**src/rtl/mem_arb_pkg.sv**
```systemverilog
// Shared definitions for the fetch/data memory port arbiter: FSM encoding,
// data access size codes and the default fetch starvation bound.
package mem_arb_pkg;

    typedef enum logic [1:0] {
        StIdle    = 2'd0,
        StIfAcc   = 2'd1,
        StDAcc    = 2'd2,
        StDrained = 2'd3
    } arb_state_e;

    localparam logic [1:0] SZ_BYTE = 2'd0;
    localparam logic [1:0] SZ_HALF = 2'd1;
    localparam logic [1:0] SZ_WORD = 2'd2;

    localparam int unsigned STARVE_MAX_DEFAULT = 4;

endpackage

```
**src/rtl/arb_starve_counter.sv**
```systemverilog
// Saturating count of consecutive data grants issued while fetch was waiting.
module arb_starve_counter #(
    parameter int unsigned MAX = 4
) (
    input  logic clk_i,
    input  logic rst_i,
    input  logic inc_i,
    input  logic clr_i,
    output logic sat_o
);

    localparam int unsigned CntW = (MAX < 1) ? 1 : $clog2(MAX + 1);

    logic [CntW-1:0] cnt_q, cnt_d;

    assign sat_o = (cnt_q == CntW'(MAX));

    // Clear has priority so a fetch grant always restarts the window.
    always_comb begin
        cnt_d = cnt_q;
        if (clr_i) begin
            cnt_d = '0;
        end else if (inc_i && !sat_o) begin
            cnt_d = cnt_q + CntW'(1);
        end
    end

    always_ff @(posedge clk_i or posedge rst_i) begin
        if (rst_i) begin
            cnt_q <= '0;
        end else begin
            cnt_q <= cnt_d;
        end
    end

endmodule

```
**src/rtl/mem_port_arbiter.sv**
```systemverilog
// Arbitrates an instruction-fetch port and a data port onto one single-port
// memory, bounding fetch starvation and supporting a drain/quiesce handshake.
module mem_port_arbiter
    import mem_arb_pkg::*;
#(
    parameter int unsigned STARVE_MAX = STARVE_MAX_DEFAULT,
    parameter int unsigned ADDR_W     = 32
) (
    input  logic              clk,
    input  logic              rst,
    input  logic              if_req,
    input  logic [ADDR_W-1:0] if_addr,
    output logic              if_gnt,
    output logic              if_valid,
    output logic [ADDR_W-1:0] if_rdata,
    input  logic              d_req,
    input  logic              d_we,
    input  logic [1:0]        d_size,
    input  logic [ADDR_W-1:0] d_addr,
    input  logic [ADDR_W-1:0] d_wdata,
    output logic              d_gnt,
    output logic              d_valid,
    output logic [ADDR_W-1:0] d_rdata,
    output logic              mem_en,
    output logic              mem_we,
    output logic [1:0]        mem_size,
    output logic [ADDR_W-1:0] mem_addr,
    output logic [ADDR_W-1:0] mem_wdata,
    input  logic [ADDR_W-1:0] mem_rdata,
    input  logic              mem_ready,
    input  logic              drain,
    output logic              quiesced
);

    arb_state_e        state_q, state_d;
    logic              if_gnt_q, if_gnt_d, d_gnt_q, d_gnt_d;
    logic              if_valid_q, if_valid_d, d_valid_q, d_valid_d;
    logic [ADDR_W-1:0] if_rdata_q, if_rdata_d, d_rdata_q, d_rdata_d;
    logic [ADDR_W-1:0] lat_addr_q, lat_addr_d, lat_wdata_q, lat_wdata_d;
    logic              lat_we_q, lat_we_d;
    logic [1:0]        lat_size_q, lat_size_d;

    logic in_idle, if_eff, d_eff, d_win, arb_en;
    logic starve_inc, starve_clr, starve_sat;

    arb_starve_counter #(
        .MAX (STARVE_MAX)
    ) u_starve (
        .clk_i (clk),
        .rst_i (rst),
        .inc_i (starve_inc),
        .clr_i (starve_clr),
        .sat_o (starve_sat)
    );

    // A requester that is still seeing its completion pulse in IDLE is not yet
    // presenting a new request, so it is masked for that cycle.
    assign in_idle = (state_q == StIdle);
    assign if_eff  = if_req && !(in_idle && if_valid_q);
    assign d_eff   = d_req && !(in_idle && d_valid_q);
    assign d_win   = d_eff && (!starve_sat || !if_eff);

    always_comb begin
        state_d     = state_q;
        if_gnt_d    = 1'b0;
        d_gnt_d     = 1'b0;
        if_valid_d  = 1'b0;
        d_valid_d   = 1'b0;
        if_rdata_d  = if_rdata_q;
        d_rdata_d   = d_rdata_q;
        lat_addr_d  = lat_addr_q;
        lat_wdata_d = lat_wdata_q;
        lat_we_d    = lat_we_q;
        lat_size_d  = lat_size_q;
        starve_inc  = 1'b0;
        starve_clr  = 1'b0;
        arb_en      = 1'b0;

        unique case (state_q)
            StIdle: arb_en = 1'b1;
            StIfAcc: begin
                if (mem_ready) begin
                    if_rdata_d = mem_rdata;
                    if_valid_d = 1'b1;
                    arb_en     = 1'b1;
                end
            end
            StDAcc: begin
                if (mem_ready) begin
                    if (!lat_we_q) begin
                        d_rdata_d = mem_rdata;
                    end
                    d_valid_d = 1'b1;
                    arb_en    = 1'b1;
                end
            end
            StDrained: begin
                if (!drain) begin
                    state_d = StIdle;
                end
            end
        endcase

        // Drain passes through IDLE so the completion pulse lands before quiesced.
        if (arb_en) begin
            if (drain) begin
                state_d = in_idle ? StDrained : StIdle;
            end else if (d_win) begin
                state_d     = StDAcc;
                d_gnt_d     = 1'b1;
                lat_addr_d  = d_addr;
                lat_wdata_d = d_wdata;
                lat_we_d    = d_we;
                lat_size_d  = d_size;
                starve_inc  = if_eff;
                starve_clr  = !if_eff;
            end else if (if_eff) begin
                state_d     = StIfAcc;
                if_gnt_d    = 1'b1;
                lat_addr_d  = if_addr;
                lat_wdata_d = '0;
                lat_we_d    = 1'b0;
                lat_size_d  = SZ_WORD;
                starve_clr  = 1'b1;
            end else begin
                state_d    = StIdle;
                starve_clr = 1'b1;
            end
        end
    end

    always_ff @(posedge clk or posedge rst) begin
        if (rst) begin
            state_q     <= StIdle;
            if_gnt_q    <= 1'b0;
            d_gnt_q     <= 1'b0;
            if_valid_q  <= 1'b0;
            d_valid_q   <= 1'b0;
            if_rdata_q  <= '0;
            d_rdata_q   <= '0;
            lat_addr_q  <= '0;
            lat_wdata_q <= '0;
            lat_we_q    <= 1'b0;
            lat_size_q  <= '0;
        end else begin
            state_q     <= state_d;
            if_gnt_q    <= if_gnt_d;
            d_gnt_q     <= d_gnt_d;
            if_valid_q  <= if_valid_d;
            d_valid_q   <= d_valid_d;
            if_rdata_q  <= if_rdata_d;
            d_rdata_q   <= d_rdata_d;
            lat_addr_q  <= lat_addr_d;
            lat_wdata_q <= lat_wdata_d;
            lat_we_q    <= lat_we_d;
            lat_size_q  <= lat_size_d;
        end
    end

    assign if_gnt    = if_gnt_q;
    assign d_gnt     = d_gnt_q;
    assign if_valid  = if_valid_q;
    assign d_valid   = d_valid_q;
    assign if_rdata  = if_rdata_q;
    assign d_rdata   = d_rdata_q;
    assign mem_en    = (state_q == StIfAcc) || (state_q == StDAcc);
    assign mem_we    = lat_we_q && (state_q == StDAcc);
    assign mem_size  = lat_size_q;
    assign mem_addr  = lat_addr_q;
    assign mem_wdata = lat_wdata_q;
    assign quiesced  = (state_q == StDrained);

endmodule
```
**config.mk**
```make
export PLATFORM = sky130hd
export DESIGN_NAME = mem_port_arbiter
export DESIGN_NICKNAME = d
export VERILOG_FILES = /design/src/rtl/mem_arb_pkg.sv /design/src/rtl/arb_starve_counter.sv /design/src/rtl/mem_port_arbiter.sv
export SDC_FILE = /design/constraint.sdc
export NUM_CORES = 1
export LEC_CHECK = 0
export ABC_AREA = 1
export BUFFER_PORTS_ARGS = -buffer_cell sky130_fd_sc_hd__buf_2
export CAP_MARGIN = 30
export CELL_PAD_IN_SITES_DETAIL_PLACEMENT = 0
export CELL_PAD_IN_SITES_GLOBAL_PLACEMENT = 1
export CORE_UTILIZATION = 36
export CTS_CLUSTER_DIAMETER = 150
export DETAILED_ROUTE_END_ITERATION = 7
export GPL_ROUTABILITY_DRIVEN = 1
export MAX_ROUTING_LAYER = met4
export PLACE_DENSITY = 0.86
export RECOVER_POWER = 100
export SETUP_SLACK_MARGIN = 0.4
export SLEW_MARGIN = 20
export SYNTH_ARGS = -nofsm -noshare
export SYNTH_HDL_FRONTEND = slang
export SYNTH_SLANG_ARGS = --single-unit
```
**constraint.sdc**
```tcl
create_clock -name clk -period 7.05 [get_ports clk]
set_clock_uncertainty 0.15 [all_clocks]
set_input_delay 1.0575 -clock clk [delete_from_list [all_inputs] [get_ports clk]]
set_output_delay 1.0575 -clock clk [all_outputs]
set_load 0.005 [all_outputs]
```
==> summary by stage, run 1 <==
Run status
The run finished, with violations left. The checks that failed: capacitance limit, slew limit.

Yosys
The fraction of post-synthesis cell area in the top cell type by area is 0.582. The post-synthesis async set-or-reset flop share is 1.00. Counting every instance in the synthesized netlist gives 731. In this run, distinct cell masters in the synthesized netlist total 20. Synthesis inferred 140 register bits. The number of enable flip-flop cells after synthesis is 0.

The most common cell in the synthesized netlist is sky130_fd_sc_hd__nand2_1. The average instance in the mapped netlist occupies approximately 8.2 um2. Among all flip-flop cells after synthesis, the most frequent one is sky130_fd_sc_hd__dfrtp_1. The sequential fraction of the synthesis area is 0.582. In the synthesized netlist, the cells that appear most often are sky130_fd_sc_hd__nand2_1, sky130_fd_sc_hd__dfrtp_1, sky130_fd_sc_hd__inv_1. Sorting the synthesized cells by area gives the leading types as sky130_fd_sc_hd__dfrtp_1, sky130_fd_sc_hd__nand2_1, sky130_fd_sc_hd__inv_1, sky130_fd_sc_hd__nand3_1, sky130_fd_sc_hd__o21ai_0.

The Yosys step of the flow raised 0 warnings. The net count of the mapped netlist is slightly below 900. The cell taking the most area after synthesis is sky130_fd_sc_hd__dfrtp_1. The mapped netlist covers approximately 6000 um2.

Floorplanning
In this run the core area contains 46 standard-cell rows. The area enclosed by the die boundary is 17200 um2. The top-level I/O count is roughly 270.

The initial cell density of the core is 0.373. The floorplan die width is about 130 um. The core area is about 16000 um2. The die is between 100 and 150 um tall.

Setup path
The largest incremental delay on the critical path is ~1000 ps. At the worst endpoint, the arrival time is 4250 ps. The required time at the endpoint of the critical path is 7240 ps. The type of element capturing the critical path is a flop.

The cell type of the slowest stage on the worst timing path is sky130_fd_sc_hd__nand2_1. The worst setup path is launched from a flop. In this run the worst path has a maximum fanout of 35. The critical path in this run is classified as reg2reg. In this run the worst setup path begins at state_q[0]$_DFFE_PP0P_. Traced cell by cell, the critical path runs through inv_1 > ha_1 > nand2_1 > nand2_1 > inv_1 > nand2_1 > nor2_4 > nand2_1 > nand2_1. In this run the critical register-to-register path is launched from state_q[0]$_DFFE_PP0P_. Counting stages on the worst path, the most repeated cell is sky130_fd_sc_hd__nand2_1.

GRT
The number of global-route vias before repair is around 5300. The global-route wire length before repair is roughly 27 mm. Entering global routing, the biggest net connects between 80 and 90 pins. The number of antenna violations at the first check in global routing came to 0. After global routing the overflow that remains totals 0. Across every metal layer, demand over resource in global routing totals 0.206.

Clock network
The number of gates resized after CTS was 0. The number of clock sinks is 140. TritonCTS built the clock tree. The root cell of the clock tree is sky130_fd_sc_hd__clkbuf_16.

The clock reaches the later pin of the worst-skew pair after a little over 400 ps. The total of hold buffers inserted after clock tree synthesis is 0. The clock tree synthesis step divided the H-tree into 4 levels. Clock tree synthesis inserted a total of 17 buffers. The maximum number of buffers from clock root to sink is 2.

Clock-pin slew was measured on the worst setup and hold paths at about 60 ps. The number of buffers inserted by post-CTS setup repair is 0.

Power and ir drop
The maximum ir drop on the vdd rail is just over 0.0002 V. The leakage power summed over all cells is around 0.0046 uW. Power spread over the standard cell area amounts to 405 nW/um2. Summing internal, switching and leakage power gives about 3200 uW.

Timing
At the pin with the least slew margin, the transition time is 3810 ps. Dividing the final minimum period by the clock period gives 0.575. Setup violations remaining at the end of the flow were counted as 0. The final count of hold timing violations is 0. The final critical-path setup slack is 3000 ps. The number of pins with negative max-slew slack in the final report is ~180.

Measured against its own limit, the worst slew margin works out to -1.55. Setup repair after global routing left no endpoint under its margin. The achievable clock frequency is ~0.25 GHz. The final setup TNS is 0 ps. After layout, the minimum clock period comes to 4050 ps.

Route
The length of the first detailed-routing pass in iterations is 4. The detail route stage leaves a number of antenna-violating nets equal to 0. The total via count in the routed design is between 5000 and 6000. In the routed design, unresolved DRC markers number 0. After detailed routing, the total wire length is between 15 and 20 mm. In the final routed layout, each cell accounts on average for between 10 and 15 um. The via density per instance is between 4 and 5. After the first detailed-routing iteration, the DRC count stood at around 310.

Flow run
The reported max-cap violation count is 3.

Placement
Prior to clock tree synthesis, the placed netlist has a worst setup slack of 3550 ps. The post-DP HPWL is around 12 mm. The congestion estimate from routability-driven global placement came to between 0.8 and 0.9.

During placement, the flow inserted port buffers numbering 273.

Finish
The post-synthesis to final-layout area growth is 32.3%. The number of nets in the finished design is around 1100. The layout cell share with drive strength beyond 1 is 0.233. The antenna diode instance count is 0.

Worst hold path
The beginning of the worst hold path is mem_wdata[15]$_DFFE_PP0P_. The classification of the worst-slack hold path is reg2reg.
==> sequential cells by signal, summed over array words and instances, names as in the netlist <==
signal,count
d_gnt,1
d_rdata,32
d_valid,1
if_gnt,1
if_rdata,32
if_valid,1
lat_we_q,1
mem_addr,32
mem_size,2
mem_wdata,32
state_q,2
u_starve.cnt_q,3
==> routing by layer <==
metal	up-vias	routed length, um	track usage
met2	209	7820	0.328
met3	24	1170	0.0579
met1	2487	7260	0.253
met4	0	281	0.0698
li1	2732	-	-
met5	-	0	-
==> worst paths after layout <==
kind | end | slack, ps | cells after the start
worst min-delay path | mem_wdata[15]$_DFFE_PP0P_ | 320 | 2
worst max register to register | mem_wdata[29]$_DFFE_PP0P_ | 3000 | 9
worst min register to register | mem_wdata[15]$_DFFE_PP0P_ | 320 | 2
max in group asynchronous | d_rdata[15]$_DFFE_PP0P_ | 3180 | 3
worst max-delay path | mem_wdata[29]$_DFFE_PP0P_ | 3000 | 9
min in group asynchronous | if_rdata[27]$_DFFE_PP0P_ | 1620 | 2
==> through the flow <==
step	hold slack (ps)	area, um2	util	std cells
floorplan	306	6020	-	731
global placement	300	7520	0.466	1186
detailed placement	304	7560	0.469	1188
CTS	318	8110	0.503	1220
global route	344	7960	0.494	1220
finish	319	7960	0.494	1220
==> cell families after synthesis <==
group,share of synthesized area
compound gates,0.0591
xor+xnor,0.00146
fa+ha+maj,0.0125
buf+inv,0.0981
flops,0.582
simple gates,0.247
==> power by group <==
| group | total, uW | internal, uW | switching (uW) | leakage (uW) |
|---|---|---|---|---|
| clock | 829 | 492 | 337 | 0.000267 |
| sequential | 1350 | 1160 | 190 | 0.00177 |
| combinational | 1050 | 418 | 630 | 0.00260 |
| total | 3230 | 2070 | 1160 | 0.00464 |
==> area by class of cell <==
class / instances / area (um2)
multi-input combinational: 440 / 1920
tap: 216 / 270
clock inverter: 11 / 96.3
clock buffer: 21 / 450
inverter: 115 / 433
timing repair buffer: 277 / 1290
sequential: 140 / 3500
fill: 1676 / 8150
==> cells in the final DEF (no fill, tap or decap), drive strengths merged <==
cell,instances
inv,114
a21oi,1
o21ai,70
clkinv,8
nand3,68
dfrtp,140
buf,195
xor2,1
clkbuf,103
nand2,290
clkinvlp,3
bufinv,1
nor2,3
ha,6
or2,1
==> worst max-delay path: cells and delay by family (launching register included) <==
family                   cells  cell delay [ps]
adder cells (fa/ha/maj)      1              250
flip-flops                   1              370
buffers and inverters        2              830
AND/OR/NAND/NOR              6             2360
(Power assumes the default switching activity.)
==> run 2: changes to the inputs <==
--- a/config.mk
+++ b/config.mk
@@ -5,17 +5,17 @@
 export SDC_FILE = /design/constraint.sdc
 export NUM_CORES = 1
 export LEC_CHECK = 0
-export ABC_AREA = 1
+export ABC_AREA = 0
 export BUFFER_PORTS_ARGS = -buffer_cell sky130_fd_sc_hd__buf_2
 export CAP_MARGIN = 30
 export CELL_PAD_IN_SITES_DETAIL_PLACEMENT = 0
 export CELL_PAD_IN_SITES_GLOBAL_PLACEMENT = 1
-export CORE_UTILIZATION = 36
+export CORE_UTILIZATION = 31
 export CTS_CLUSTER_DIAMETER = 150
 export DETAILED_ROUTE_END_ITERATION = 7
 export GPL_ROUTABILITY_DRIVEN = 1
 export MAX_ROUTING_LAYER = met4
-export PLACE_DENSITY = 0.86
+export PLACE_DENSITY = 0.75
 export RECOVER_POWER = 100
 export SETUP_SLACK_MARGIN = 0.4
 export SLEW_MARGIN = 20
==> constraint.sdc (replaced) <==
create_clock -name clk -period 3.66 [get_ports clk]
set_clock_uncertainty 0.15 [all_clocks]
set_input_delay 0.549 -clock clk [delete_from_list [all_inputs] [get_ports clk]]
set_output_delay 0.549 -clock clk [all_outputs]
set_load 0.005 [all_outputs]
==> run 2 against run 1 <==
The run still ends with capacitance limit, slew limit left. Non-clock buffer count up 3. Fmax up 35%. First-iteration DRC count down 40%. Global-route usage down 3.6 points. Sequential share of layout area up 1.6 points. Flip-flop and latch count unchanged. Critical path type unchanged. Largest power group unchanged.
==> summary by stage, run 2 <==
Timing
The achievable clock frequency is 0.334 GHz (+35%). The actual transition at the worst max-transition pin is 2060 ps (-1750 ps). The final setup violation count is 0 (unchanged). The time the worst path needs with I/O delays and setup is 3000 ps (-1060 ps). The ratio of final minimum period to clock period is 0.819 (+0.244). The final setup TNS is 0 ps (unchanged).

The headroom to the max-slew limit was -0.372 (+1.18). The number of pins with negative max-slew slack in the final report is 103 (-42%). Setup repair after global routing left no endpoint under its margin. The final count of hold timing violations was 0 (unchanged).

Power and ir drop
The leakage power summed over all cells is 0.00365 uW (-21%). The maximum ir drop on the vdd rail was 0.000409 V (+99%). The total power density per cell area is 880 nW/um2 (+120%).

GRT
The number of global-route vias before repair came to 4712 (-12%). The global-route wire length before repair is 23.7 mm (-13%). The maximum number of pins on one net before global-route repair is 71 (-19%).

The overall routing resource usage is 0.171 (-0.0356). The number of antenna violations at the first check in global routing is 0 (unchanged). The global route total overflow was 0 (unchanged).

Route
The wire length reported by the detailed router is 15.2 mm (-7.8%). The count of unresolved DRC violations after routing is 0 (unchanged). The post-detailed-route wirelength per cell is 16.0 um (+18%).

The length of the first detailed-routing pass in iterations is 4 (unchanged). The detailed router's first-iteration violation count is 188 (-40%). The total via count in the routed design is 4573 (-16%). The post-detailed-route count of antenna-violating nets is 0 (unchanged). The via density per instance is 4.79 (+7.3%).

Clock network
The clock slew at the register clock pins of the worst setup and hold paths is 60 ps (about the same). The later-pin clock latency in the skew report came to 410 ps (about the same). The total of hold buffers inserted after clock tree synthesis is 0 (unchanged). The number of clock sinks is 140 (unchanged). The number of instances resized during post-cts repair is 0 (unchanged). The maximum level of the CTS H-tree is 4 (unchanged). The number of buffers created by CTS is 17 (unchanged). The number of buffers inserted by post-CTS setup repair is 0 (unchanged). TritonCTS built the clock tree. The maximum number of buffers from clock root to sink is 2 (unchanged). The root cell of the clock tree is sky130_fd_sc_hd__clkbuf_16.

Yosys
Counting instances in the post-synthesis netlist gives the leading cell types as sky130_fd_sc_hd__dfrtp_1, sky130_fd_sc_hd__nand2_1, sky130_fd_sc_hd__mux2_2. By area the synthesized netlist is led by sky130_fd_sc_hd__dfrtp_1, sky130_fd_sc_hd__mux2_2, sky130_fd_sc_hd__a22o_1, sky130_fd_sc_hd__nand2_1, sky130_fd_sc_hd__a31oi_1. The most repeated cell in the gate-level netlist after synthesis is sky130_fd_sc_hd__dfrtp_1. The post-synthesis cell count is 445 (-39%). The synthesized design spends more area on one cell type than any other, namely sky130_fd_sc_hd__dfrtp_1. The mean instance size in the synthesized netlist was 12.6 um2 (+54%). The total of warnings raised by yosys is 0 (unchanged).

The number of enable flip-flop cells after synthesis is 0 (unchanged). The sequential fraction of the synthesis area is 0.623 (+0.0407). The net count of the mapped netlist is 588 (-33%).

The flop and latch count out of synthesis was 140 (unchanged). The cell area after synthesis is 5620 um2 (-6.5%). The post-synthesis async set-or-reset flop share is 1.00 (unchanged). The number of different library cells in the post-synthesis netlist is 38 (+90%). The most common flop cell mapped by yosys is sky130_fd_sc_hd__dfrtp_1. The fraction of post-synthesis cell area in the top cell type by area was 0.623 (+0.0407).

Worst hold path
The startpoint identified for the worst hold timing path is d_wdata[30]. In this run the worst hold path is classified as in2reg.

Floorplanning
The core area is 17500 um2 (+8.4%). The floorplan die width is 137 um (+4.1%). The initial cell density of the core came to 0.322 (-0.0516). The top-level I/O count is 274 (unchanged). The area enclosed by the die boundary was 18700 um2 (+8.4%). The count of standard-cell rows came to 48 (+4.3%). The height of the die is 137 um (+4.1%).

Flow run
The reported max-cap violation count is 3 (unchanged).

Placement
The placed standard-cell area is 7200 um2 (-4.8%). The post-DP HPWL was 10.9 mm (-6.9%). The count of buffers from port buffering is 273 (unchanged). The placer's final routability congestion estimate was 0.857 (+2.8%).

Setup path
The required time at the endpoint of the critical path came to 3730 ps (-3510 ps). The critical path startpoint category is a flop. The arrival time of the worst setup path is 3060 ps (-1190 ps). The type of element capturing the critical path is a flop. The worst setup path is of the reg2reg kind. The peak fanout along the critical path is 65 (+86%). The reg-to-reg critical path startpoint is state_q[1]$_DFFE_PP0P_. The most critical setup path has its startpoint at state_q[1]$_DFFE_PP0P_.

Finish
Compared with the post-synthesis result, the final layout area differs by 36.6%. In the layout the commonest cells are sky130_fd_sc_hd__buf_2, sky130_fd_sc_hd__dfrtp_1, sky130_fd_sc_hd__clkbuf_1. The post-route cell area came to 7680 um2 (-3.5%). The most common cell after layout, fill and taps aside is sky130_fd_sc_hd__buf_2. The combined area of the multi-input logic cells was 1920 um2 (unchanged). The number of nets in the finished design is 859 (-24%).

The number of fillers in the final layout is 1688 (+0.72%). The antenna diode instance count is 0 (unchanged). The layout cell share with drive strength beyond 1 is 0.403 (+0.170). The total area of sequential cells is 3500 um2 (unchanged).

Run status
The flow ran to the end, but the final reports show violations. The checks that failed: capacitance limit, slew limit.
## run 2: per-layer routing
| metal | track usage | part of all wire |
|---|---|---|
| met1 | 0.198 | 0.42 |
| met2 | 0.281 | 0.49 |
| met3 | 0.0470 | 0.081 |
| met4 | 0.0642 | 0.013 |
| met5 | - | 0 |
## run 2: final timing paths
kind / end / slack [ps] / cells past startpoint
max reg2reg: mem_addr[12]$_DFFE_PP0P_ / 660 / 6
max in group asynchronous: mem_addr[16]$_DFFE_PP0P_ / 1540 / 3
min reg2reg: mem_wdata[16]$_DFFE_PP0P_ / 350 / 1
min in group asynchronous: d_rdata[25]$_DFFE_PP0P_ / 330 / 2
max: mem_addr[12]$_DFFE_PP0P_ / 660 / 6
min: mem_wdata[30]$_DFFE_PP0P_ / 200 / 2
## run 2: through the flow
step / power, uW / std cells / hold slack [ps] / utilization / setup slack (ps)
finish: 6760 / 954 / 198 / 0.440 / 663
global placement: 4970 / 922 / 321 / 0.412 / 1100
CTS: 6970 / 954 / 125 / 0.448 / 839
detailed placement: 5090 / 922 / 335 / 0.412 / 875
global route: 7240 / 954 / 179 / 0.440 / 407
floorplan: 3980 / 445 / 328 / - / 1210
## run 2: layout make-up
| class | count | share of cell area |
|---|---|---|
| Sequential cell | 140 | 0.456 |
| Multi-Input combinational cell | 270 | 0.250 |
| Timing Repair Buffer | 280 | 0.171 |
| Clock buffer | 19 | 0.0577 |
| Tap cell | 225 | 0.0366 |
| Clock inverter | 13 | 0.0248 |
| Inverter | 7 | 0.00358 |
## run 2: cells by family after synthesis
logic type	after synthesis	synth area share
adder cells (fa/ha/maj)	6	0.0133
buffers and inverters	35	0.0320
multiplexers	64	0.128
AND/OR/NAND/NOR	112	0.0819
AO/OA/AOI/OAI	88	0.122
flip-flops	140	0.623
## run 2: report_power, final
| group | internal [uW] | leakage (uW) | switching (uW) |
|---|---|---|---|
| Combinational | 1130 | 0.00166 | 1120 |
| Clock | 1160 | 0.000308 | 668 |
| Sequential | 2280 | 0.00168 | 394 |
## run 2: worst max-delay path, cell delays in order (launching register included)
cell and delay (ps):
sky130_fd_sc_hd__dfrtp_1 410, sky130_fd_sc_hd__inv_1 80, sky130_fd_sc_hd__ha_1 270, sky130_fd_sc_hd__a21bo_1 280
sky130_fd_sc_hd__a2111oi_0 420, sky130_fd_sc_hd__clkbuf_2 920, sky130_fd_sc_hd__a31oi_1 210
